[config.mk]
export PLATFORM = sky130hd
export DESIGN_NAME = outport_arbiter
export DESIGN_NICKNAME = d
export VERILOG_FILES = /design/src/rtl/outport_arbiter_pkg.sv /design/src/rtl/outport_arbiter_rr_arbiter.sv /design/src/rtl/outport_arbiter.sv
export SDC_FILE = /design/constraint.sdc
export NUM_CORES = 1
export LEC_CHECK = 0
export ABC_AREA = 1
export BUFFER_PORTS_ARGS = -buffer_cell sky130_fd_sc_hd__buf_2
export CAP_MARGIN = 10
export CORE_MARGIN = 2
export CORE_UTILIZATION = 30
export DETAILED_ROUTE_END_ITERATION = 10
export SYNTH_ARGS = -nofsm -noshare
export SYNTH_HDL_FRONTEND = slang
export SYNTH_SLANG_ARGS = --single-unit
[constraint.sdc]
create_clock -name clk -period 4.55 [get_ports clk]
set_input_delay 0.455 -clock clk [delete_from_list [all_inputs] [get_ports clk]]
set_output_delay 0.455 -clock clk [all_outputs]
set_load 0.02 [all_outputs]
[src/rtl/outport_arbiter_pkg.sv]
`default_nettype none
// ============================================================================
//  Module      : outport_arbiter_pkg
//  Description : Shared flit-format constants, FSM state encoding and index
//                helpers for the NoC output-port arbiter.
//                DATAWIDTH / SENDBIT / NEXTHOPWIDTH describe the flit layout;
//                TAIL_BIT is the position of the tail marker inside a flit.
//  Revision    : 1.0 - initial release
// ============================================================================
package outport_arbiter_pkg;

   localparam int DATAWIDTH    = 32;
   localparam int SENDBIT      = 1;
   localparam int NEXTHOPWIDTH = 3;
   localparam int TAIL_BIT     = DATAWIDTH + SENDBIT - 1;

   // Wormhole lock state: IDLE arbitrates, LOCKED follows one owner.
   typedef enum logic [0:0] {
      ST_IDLE   = 1'b0,
      ST_LOCKED = 1'b1
   } arb_state_t;

   // idx + 1, wrapping to 0 at n.
   function automatic int wrap_inc(input int idx, input int n);
      return (idx + 1 >= n) ? 0 : idx + 1;
   endfunction

endpackage
`default_nettype wire

[src/rtl/outport_arbiter_rr_arbiter.sv]
`default_nettype none
// ============================================================================
//  Module      : rr_arbiter
//  Description : Combinational round-robin picker. Scans req starting at
//                ptr, wrapping at N, and returns the first requester.
//  Ports       : req       [N]     request vector
//                ptr       [IDX_W] scan start index (must be < N)
//                win_oh    [N]     one-hot winner (0 when nobody requests)
//                win_idx   [IDX_W] winner index
//                win_valid         some requester was found
//  Revision    : 1.0 - initial release
// ============================================================================
module rr_arbiter #(
   parameter int N     = 5,
   parameter int IDX_W = $clog2(N)
) (
   input  logic [N-1:0]     req,
   input  logic [IDX_W-1:0] ptr,
   output logic [N-1:0]     win_oh,
   output logic [IDX_W-1:0] win_idx,
   output logic             win_valid
);

   logic [IDX_W-1:0] w_cand;

   always_comb begin
      win_oh    = '0;
      win_idx   = '0;
      win_valid = 1'b0;
      w_cand    = '0;
      for (int k = 0; k < N; k++) begin
         w_cand = IDX_W'((int'(ptr) + k) % N);
         if (!win_valid && req[w_cand]) begin
            win_valid      = 1'b1;
            win_idx        = w_cand;
            win_oh[w_cand] = 1'b1;
         end
      end
   end

endmodule
`default_nettype wire

[src/rtl/outport_arbiter.sv]
`default_nettype none
// ============================================================================
//  Module      : outport_arbiter
//  Description : NoC router output-port stage. Round-robin arbitration among
//                NUM_IN inputs with a wormhole lock held until the packet
//                tail, a registered flit output and a downstream credit
//                counter that gates every accept.
//  Option      : `OUTARB_OVERRIDE_EN adds the override_oth port; in IDLE the
//                lowest index of override_oth & req wins ahead of round-robin.
//  Ports       : clk, rst            clock, synchronous active-high reset
//                req/tail  [NUM_IN]  flit pending / pending flit is a tail
//                iput [NUM_IN*DATA_W] flits, input i at [i*DATA_W +: DATA_W]
//                grant     [NUM_IN]  one-hot, input's flit consumed now
//                q [DATA_W], send    registered flit and its valid
//                credit_ret          downstream freed one slot
//                override_oth        priority requests (option only)
//                credits   [CNT_W]   current credit count
//  Revision    : 1.0 - initial release
// ============================================================================
module outport_arbiter
   import outport_arbiter_pkg::*;
#(
   parameter int NUM_IN  = 5,
   parameter int DATA_W  = DATAWIDTH + SENDBIT,
   parameter int CREDITS = 4,
   parameter int CNT_W   = $clog2(CREDITS + 1)
) (
   input  logic                     clk,
   input  logic                     rst,
   input  logic [NUM_IN-1:0]        req,
   input  logic [NUM_IN-1:0]        tail,
   input  logic [NUM_IN*DATA_W-1:0] iput,
   output logic [NUM_IN-1:0]        grant,
   output logic [DATA_W-1:0]        q,
   output logic                     send,
   input  logic                     credit_ret,
`ifdef OUTARB_OVERRIDE_EN
   input  logic [NUM_IN-1:0]        override_oth,
`endif
   output logic [CNT_W-1:0]         credits
);

   localparam int               c_idx_w = $clog2(NUM_IN);
   localparam logic [CNT_W-1:0] c_full  = CNT_W'(CREDITS);

   arb_state_t          r_state,   w_state_nxt;
   logic [c_idx_w-1:0]  r_owner,   w_owner_nxt;
   logic [c_idx_w-1:0]  r_rr_ptr,  w_rr_ptr_nxt;
   logic [CNT_W-1:0]    r_credits, w_credits_nxt;
   logic [DATA_W-1:0]   r_q;
   logic                r_send;

   logic [NUM_IN-1:0]   w_rr_oh;
   logic [c_idx_w-1:0]  w_rr_idx;
   logic                w_rr_valid;

   logic [NUM_IN-1:0]   w_win_oh;
   logic [c_idx_w-1:0]  w_win_idx;
   logic                w_win_valid;
   logic                w_win_tail;
   logic                w_accept;

   logic [c_idx_w-1:0]  w_ovr_idx;
   logic                w_ovr_valid;

   rr_arbiter #(
      .N     (NUM_IN),
      .IDX_W (c_idx_w)
   ) u_rr (
      .req       (req),
      .ptr       (r_rr_ptr),
      .win_oh    (w_rr_oh),
      .win_idx   (w_rr_idx),
      .win_valid (w_rr_valid)
   );

`ifdef OUTARB_OVERRIDE_EN
   logic [NUM_IN-1:0] w_ovr_req;
   assign w_ovr_req = override_oth & req;

   // Descending scan so the lowest set index is the last one written.
   always_comb begin
      w_ovr_idx   = '0;
      w_ovr_valid = 1'b0;
      for (int i = NUM_IN - 1; i >= 0; i--) begin
         if (w_ovr_req[i]) begin
            w_ovr_valid = 1'b1;
            w_ovr_idx   = c_idx_w'(i);
         end
      end
   end
`else
   assign w_ovr_idx   = '0;
   assign w_ovr_valid = 1'b0;
`endif

   // Winner selection: the lock owner excludes everyone else; override only
   // applies between packets.
   always_comb begin
      w_win_oh    = w_rr_oh;
      w_win_idx   = w_rr_idx;
      w_win_valid = w_rr_valid;
      if (r_state == ST_LOCKED) begin
         w_win_idx   = r_owner;
         w_win_valid = req[r_owner];
         w_win_oh    = NUM_IN'(1) << r_owner;
      end else if (w_ovr_valid) begin
         w_win_idx   = w_ovr_idx;
         w_win_valid = 1'b1;
         w_win_oh    = NUM_IN'(1) << w_ovr_idx;
      end
   end

   assign w_accept   = (r_credits != '0) && w_win_valid;
   assign w_win_tail = tail[w_win_idx];
   assign grant      = w_accept ? w_win_oh : '0;

   // Next-state: lock on a non-tail head, release and advance the pointer
   // past the sender on a tail. Bubbles and credit stalls change nothing.
   always_comb begin
      w_state_nxt  = r_state;
      w_owner_nxt  = r_owner;
      w_rr_ptr_nxt = r_rr_ptr;
      if (w_accept) begin
         if (w_win_tail) begin
            w_state_nxt  = ST_IDLE;
            w_rr_ptr_nxt = c_idx_w'(wrap_inc(int'(w_win_idx), NUM_IN));
         end else begin
            w_state_nxt = ST_LOCKED;
            w_owner_nxt = w_win_idx;
         end
      end
   end

   // Credit counter; a return at full saturates instead of wrapping.
   always_comb begin
      w_credits_nxt = r_credits;
      case ({w_accept, credit_ret})
         2'b10:   w_credits_nxt = r_credits - 1'b1;
         2'b01:   if (r_credits != c_full) w_credits_nxt = r_credits + 1'b1;
         default: w_credits_nxt = r_credits;
      endcase
   end

   always_ff @(posedge clk) begin
      if (rst) begin
         r_state   <= ST_IDLE;
         r_owner   <= '0;
         r_rr_ptr  <= '0;
         r_credits <= c_full;
         r_q       <= '0;
         r_send    <= 1'b0;
      end else begin
         r_state   <= w_state_nxt;
         r_owner   <= w_owner_nxt;
         r_rr_ptr  <= w_rr_ptr_nxt;
         r_credits <= w_credits_nxt;
         r_send    <= w_accept;
         if (w_accept) begin
            r_q <= iput[int'(w_win_idx)*DATA_W +: DATA_W];
         end
      end
   end

   assign q       = r_q;
   assign send    = r_send;
   assign credits = r_credits;

`ifndef SYNTHESIS
   a_credit_overflow: assert property (@(posedge clk) disable iff (rst)
      !(credit_ret && (r_credits == c_full)));
`endif

endmodule
`default_nettype wire

==> run metrics, run 1 <==
outcome finished, final reports clean; Yosys top cell by area nand2_1; most common cell in the synthesized netlist nand2_1; Starting Density 0.307; top cell type's share of synthesized area 0.184; Setup crit start r_rr_ptr[1]$_SDFFE_PP0P_; synthesized area 5110 um^2; vias in the first global route 5664; R2R setup slack 0.22 ns; Max Clock Freq 0.228 GHz; synth top area cells nand2_1 (18%), dfxtp_1 (17%), inv_1 (8.4%); Distinct cells, synth 47; Syn Inst Count 855; CORE AREA 16600 um^2; endpoint type of the worst setup path output port; Finished Layout Cells 1290; source of the worst hold timing path rst; Worst EP required 4.09 ns; H-Tree Depth 2; FF-to-FF Start r_rr_ptr[1]$_SDFFE_PP0P_; Yosys warnings 0; DR vias/cell 4.83; number of port buffers 219; count of final hold-check violations 0; die height 135 um; hold_buf cts 0; number of DRC markers in iteration 0 291; pin count of the biggest net entering global routing 75; Worst Max-Slew Pin Slew 0.697 ns; Final Skew 0.00625 ns; Final setup viols 0; FFs w/ async S/R, synth 0; fraction of layout cells with a size suffix above 1 0.378; Antenna Cells 0; DPL Wire Length 14200 um; post-detailed-route count of antenna-violating nets 0; register area share after synthesis 0.172; I/O Pins 220; Post-Place Cells 1266; chip width 135 um; Main synth FF type dfxtp_1; Final min period 4.38 ns; FF+latch count, synth 44; CP startpoint kind flip-flop; worst-path fanout max 5; clock slew at reported path FFs 0.07 ns; total global routing overflow 0; CTS buffer count 5; synthesis-to-finish area growth 36.5%; Net Count, Synth 1053; WL/cell 14.2 um; max cap viols 0; die area 18100 um^2; top cell types by occurrence after synthesis nand2_1 (250), inv_1 (114), nand3_1 (45), dfxtp_1 (44), o21ai_0 (44); first-pass GRT wire length 28400 um; row count 47; fin nets 1267; average size of a mapped cell 5.98 um^2; DRC 0; WP data arrival 3.93 ns; initial antenna violation count 0; Worst slew margin 0.535; via count 6234; number of buffers on the longest clock path 2; clk root buf clkbuf_16; EDFF count, synth 0; clock latency on the worst-skew pair 0.29 ns; overall global routing resource usage 0.195; Pre-antenna DRT Iters 5; HP Class primary input to flip-flop; gpl congestion 0.873; Setup CP Type flip-flop to output port; final period utilization 0.963; CTS tree yes; drt total wl 18300 um; max-slew violations 0; Clock Sinks 44
## layer usage
layer  track usage  up-vias  part of all wire  wire length (um)
li1              -     3244                 -                 -
met1         0.238     2743              0.42              7640
met2         0.349      222              0.50              9260
met3        0.0390       25             0.059              1080
met4        0.0497        0             0.020               359
met5             0        -                 0                 0
## state kept, by name, indices dropped and copies added, names as in the netlist
| signal | cells |
|---|---|
| r_rr_ptr | 3 |
| q | 33 |
| r_owner | 3 |
| send | 1 |
| credits | 3 |
| r_state | 1 |
## kinds of logic after synthesis
logic type | count (synthesis) | synth area share
fa+ha+maj | 20 | 0.0504
simple gates | 392 | 0.345
flops | 44 | 0.172
xor+xnor | 3 | 0.00661
buf+inv | 181 | 0.154
compound gates | 215 | 0.271
## placed cells by master, fill, tap and decap left out, types with 22 or more instances in the layout
cell / synthesis / final
o21ai_0: 44 / 43
nand3_1: 45 / 40
dfxtp_1: 44 / 41
o21ai_1: 37 / 37
nand2_2: 18 / 22
buf_2: 20 / 216
o211ai_1: 36 / 36
a21oi_2: 32 / 34
nand2_1: 250 / 238
inv_2: 20 / 24
a31oi_1: 34 / 34
buf_4: 2 / 30
inv_1: 114 / 108
nor2_1: 40 / 34
## path summary, 6_finish.rpt
path,to,depth (start not counted)
max,grant[3],26
min,r_state$_SDFFE_PP0P_,2
max reg2reg,q[1]$_SDFFE_PP0P_,34
min reg2reg,credits[2]$_SDFFE_PP1P_,2
## timing repair
action,4_1_cts,5_1_grt
setup endpoints to repair,4,48
pin swaps,8,23
gates resized for setup,18,55
setup buffers,7,9
## worst max-delay path, cell delays in order, from the launching register on
cell,delay [ns]
dfxtp_2,0.32
inv_2,0.08
ha_4,0.14
inv_2,0.05
ha_4,0.28
inv_4,0.04
ha_4,0.15
nor2_4,0.09
nand2_2,0.08
nand2_4,0.08
xor2_2,0.19
ha_2,0.20
inv_1,0.06
or2_4,0.24
nand2_4,0.10
nand2_4,0.07
nand2_4,0.08
nand2_4,0.07
and2_4,0.17
nand3b_1,0.10
nand3_2,0.09
nand3_4,0.12
nand3_1,0.09
o21ai_1,0.20
a21oi_2,0.17
nor3_4,0.23
buf_6,0.15
## stage by stage
step / hold slack (ns) / TNS (ns) / area, um^2 / util / setup slack [ns]
2_1_floorplan: 0.524 / 0 / 5130 / - / 0.0257
3_3_place_gp: 0.502 / 0 / 6410 / 0.385 / 0.0318
3_5_place_dp: 0.503 / -0.0196 / 6410 / 0.385 / -0.0196
4_1_cts: 0.344 / -0.0270 / 6710 / 0.403 / -0.0270
5_1_grt: 0.351 / -0.467 / 6980 / 0.419 / -0.0599
6_report: 0.351 / 0 / 6980 / 0.419 / 0.170
## area by class of cell
| class | instances | area (um^2) |
|---|---|---|
| fillers | 1805 | 9660 |
| clock inverters | 2 | 38.8 |
| repair buffers | 253 | 1420 |
| well taps | 220 | 275 |
| clock buffers | 6 | 139 |
| flip-flops and latches | 44 | 885 |
| inverters | 135 | 514 |
| multi-input cells | 630 | 3710 |
Power of run 1 is not shown: default switching activity piles up to over one toggle a cycle in this logic, so the estimate is an artifact.
==> run 2: changes to the inputs <==
--- a/config.mk
+++ b/config.mk
@@ -11,6 +11,8 @@
 export CORE_MARGIN = 2
 export CORE_UTILIZATION = 30
 export DETAILED_ROUTE_END_ITERATION = 10
+export SLEW_MARGIN = 20
 export SYNTH_ARGS = -nofsm -noshare
 export SYNTH_HDL_FRONTEND = slang
+export SYNTH_HIERARCHICAL = 1
 export SYNTH_SLANG_ARGS = --single-unit
==> run metrics, run 2 <==
most common cell after layout, fill and taps aside buf_2; Gate power share 0.829; Starting Density 0.309 (+0.00208); number of DRC markers in iteration 0 332 (+14%); Final setup viols 0 (unchanged); Distinct cells, synth 41 (-13%); Yosys warnings 6 (+6); drt total wl 17900 um (-2.6%); I/O Pins 220 (unchanged); Clock Sinks 44 (unchanged); Syn Inst Count 822 (-3.9%); Max VDD drop 0.000374 V; first-pass GRT wire length 28600 um (+1.0%); max-slew violations 0 (unchanged); PD cells 1000 nW/um^2; count of final hold-check violations 0 (unchanged); top cell types by occurrence after synthesis nand2_1 (146), nor2_1 (139), o21ai_0 (85), o21ai_1 (67), nand3_1 (48); overall global routing resource usage 0.198 (+0.00384); FF+latch count, synth 44 (unchanged); Seq pwr share 0.103; vias in the first global route 5734 (+1.2%); Final Skew 0.00455 ns (-0.00170 ns); RSZ-0062 raised after global routing yes; fin nets 1214 (-4.2%); hold_buf cts 0 (unchanged); CTS buffer count 5 (unchanged); CP max stage cell ha_2; Net Count, Synth 1020 (-3.1%); fraction of layout cells with a size suffix above 1 0.317 (-0.0610); CP startpoint kind flip-flop; number of buffers on the longest clock path 2 (unchanged); DRC 0 (unchanged); Final min period 4.19 ns (-0.190 ns); endpoint type of the worst setup path output port; CORE AREA 16000 um^2 (-3.9%); WL/cell 14.5 um (+1.9%); multi-input logic area 3570 um^2 (-3.7%); Lkg Pwr 3.13 nW; Setup CP Type flip-flop to output port; H-Tree Depth 2 (unchanged); HP Class primary input to flip-flop; row count 46 (-2.1%); top cell type's share of synthesized area 0.178 (-0.00555); FF+latch area 886 um^2 (+0.14%); worst-path fanout max 10 (+5); CTS tree yes; average size of a mapped cell 6.02 um^2 (+0.68%); register area share after synthesis 0.178 (+0.00571); Clk pwr share 0.068; gpl congestion 0.867 (-0.66%); most common cell in the synthesized netlist nand2_1; die height 132 um (-1.6%); DPL Wire Length 13700 um (-3.1%); DP Area 6190 um^2 (-3.5%); via count 6188 (-0.74%); clk root buf clkbuf_16; Antenna Cells 0 (unchanged); synthesis-to-finish area growth 30.0%; sw frac 0.595; Pint 2.61 mW; Design Power 6.45 mW; Layout fillers 1841 (+2.0%); clock latency on the worst-skew pair 0.30 ns (about the same); Yosys top cell by area dfxtp_1; DR vias/cell 5.02 (+3.9%); Main synth FF type dfxtp_1; R2R depth 30 (-12%); final period utilization 0.921 (-0.0417); chip width 132 um (-1.6%); synthesized area 4950 um^2 (-3.2%); max reg flops 33 (unchanged); synth top area cells dfxtp_1 (18%), nand2_1 (11%), nor2_1 (11%); hold path cells 2 (unchanged); fin area 6430 um^2 (-7.8%); FFs w/ async S/R, synth 0 (unchanged); Worst Max-Slew Pin Slew 0.585 ns (-0.112 ns); max cap viols 0 (unchanged); outcome finished, final reports clean; pin count of the biggest net entering global routing 69 (-8.0%); Max Clock Freq 0.239 GHz (+4.5%); CP dominant cell by count nand2_2; WP data arrival 3.74 ns (-0.19 ns); Pre-antenna DRT Iters 4 (-1); number of port buffers 219 (unchanged); sw power 3.83 mW; EDFF count, synth 0 (unchanged); total global routing overflow 0 (unchanged); post-detailed-route count of antenna-violating nets 0 (unchanged); commonest non-fill, non-tap cells in the layout buf_2 (218), nand2_1 (144), nor2_1 (138), o21ai_0 (85), o21ai_1 (67); clock slew at reported path FFs 0.07 ns (about the same); Largest stage delay, worst path 0.44 ns (+0.12 ns); Worst slew margin 0.609 (+0.0743); Worst EP required 4.09 ns (about the same); die area 17500 um^2 (-3.1%); initial antenna violation count 0 (unchanged)
[run 2: changes by cell type after synthesis, moves of 6 or more]
cell / previous run / this run
nand2_1: 250 / 146
nor2_1: 40 / 139
inv_1: 114 / 43
o21ai_0: 44 / 85
nand4_1: 10 / 47
o211ai_1: 36 / 2
a21oi_2: 32 / 2
o21ai_1: 37 / 67
a21oi_1: 18 / 7
buf_4: 2 / 8
[run 2: path summary, 6_finish.rpt]
kind,start,to,slack [ns]
min reg2reg,credits[2]$_SDFFE_PP1P_,credits[2]$_SDFFE_PP1P_,0.51
max,r_rr_ptr[0]$_SDFFE_PP0P_,grant[4],0.36
max reg2reg,r_rr_ptr[0]$_SDFFE_PP0P_,q[16]$_SDFFE_PP0P_,0.47
min,rst,r_owner[0]$_SDFFE_PP0P_,0.43
[run 2: kinds of logic (layout without fill, tap and decap cells)]
logic type / after synthesis / in the layout / synth area share
and+or+nand+nor: 429 / 429 / 0.407
AOI/OAI and AO/OA: 215 / 215 / 0.244
buffers and inverters: 109 / 304 / 0.109
DFF: 44 / 44 / 0.178
adders and majority gates: 20 / 20 / 0.0521
xor gates and xnor gates: 5 / 5 / 0.00885
[run 2: power groups by stage]
stage | combinational (mW) | clock (mW) | sequential (mW)
6_report | 5.34 | 0.438 | 0.665
5_1_grt | 6.05 | 0.468 | 0.684
4_1_cts | 5.30 | 0.454 | 0.659
3_5_place_dp | 5.29 | 0 | 0.665
3_3_place_gp | 5.26 | 0 | 0.665
2_1_floorplan | 4.02 | 0 | 0.780
[run 2: timing repair]
action                     4_1_cts  5_1_grt
gates resized for setup          0       16
setup endpoints to repair        0       45
setup buffers                    0        2
[run 2: cell type report]
| cell class | instances | share of cell area |
|---|---|---|
| Tap cell | 216 | 0.0420 |
| Sequential cell | 44 | 0.138 |
| Inverter | 59 | 0.0364 |
| Clock inverter | 3 | 0.00720 |
| Timing Repair Buffer | 237 | 0.203 |
| Multi-Input combinational cell | 669 | 0.555 |
| Clock buffer | 5 | 0.0194 |
[run 2: through the flow]
stage                      util  hold slack [ns]  setup slack, ns  std cells  TNS, ns
after floorplan               -            0.516            0.492        822        0
after global placement    0.387            0.497            0.312       1223        0
after detailed placement  0.387            0.498            0.269       1223        0
after CTS                 0.398            0.425           0.0529       1231        0
after global routing      0.402            0.425          -0.0456       1233   -0.182
final                     0.402            0.431            0.360       1233        0
[run 2: routing by layer]
| metal | vias up | share of wire | global-route usage |
|---|---|---|---|
| met1 | 2814 | 0.44 | 0.247 |
| met2 | 162 | 0.49 | 0.350 |
| met3 | 16 | 0.058 | 0.0375 |
| li1 | 3196 | - | - |
| met5 | - | 0 | 0 |
| met4 | 0 | 0.017 | 0.0538 |
[run 2: worst max-delay path, delay by kind of cell (launching register included)]
family,cells,cell delay (ns)
compound gates,1,0.10
flops,1,0.36
fa+ha+maj,2,0.66
simple gates,20,1.61
buf+inv,7,0.71
(Power assumes the default switching activity.)
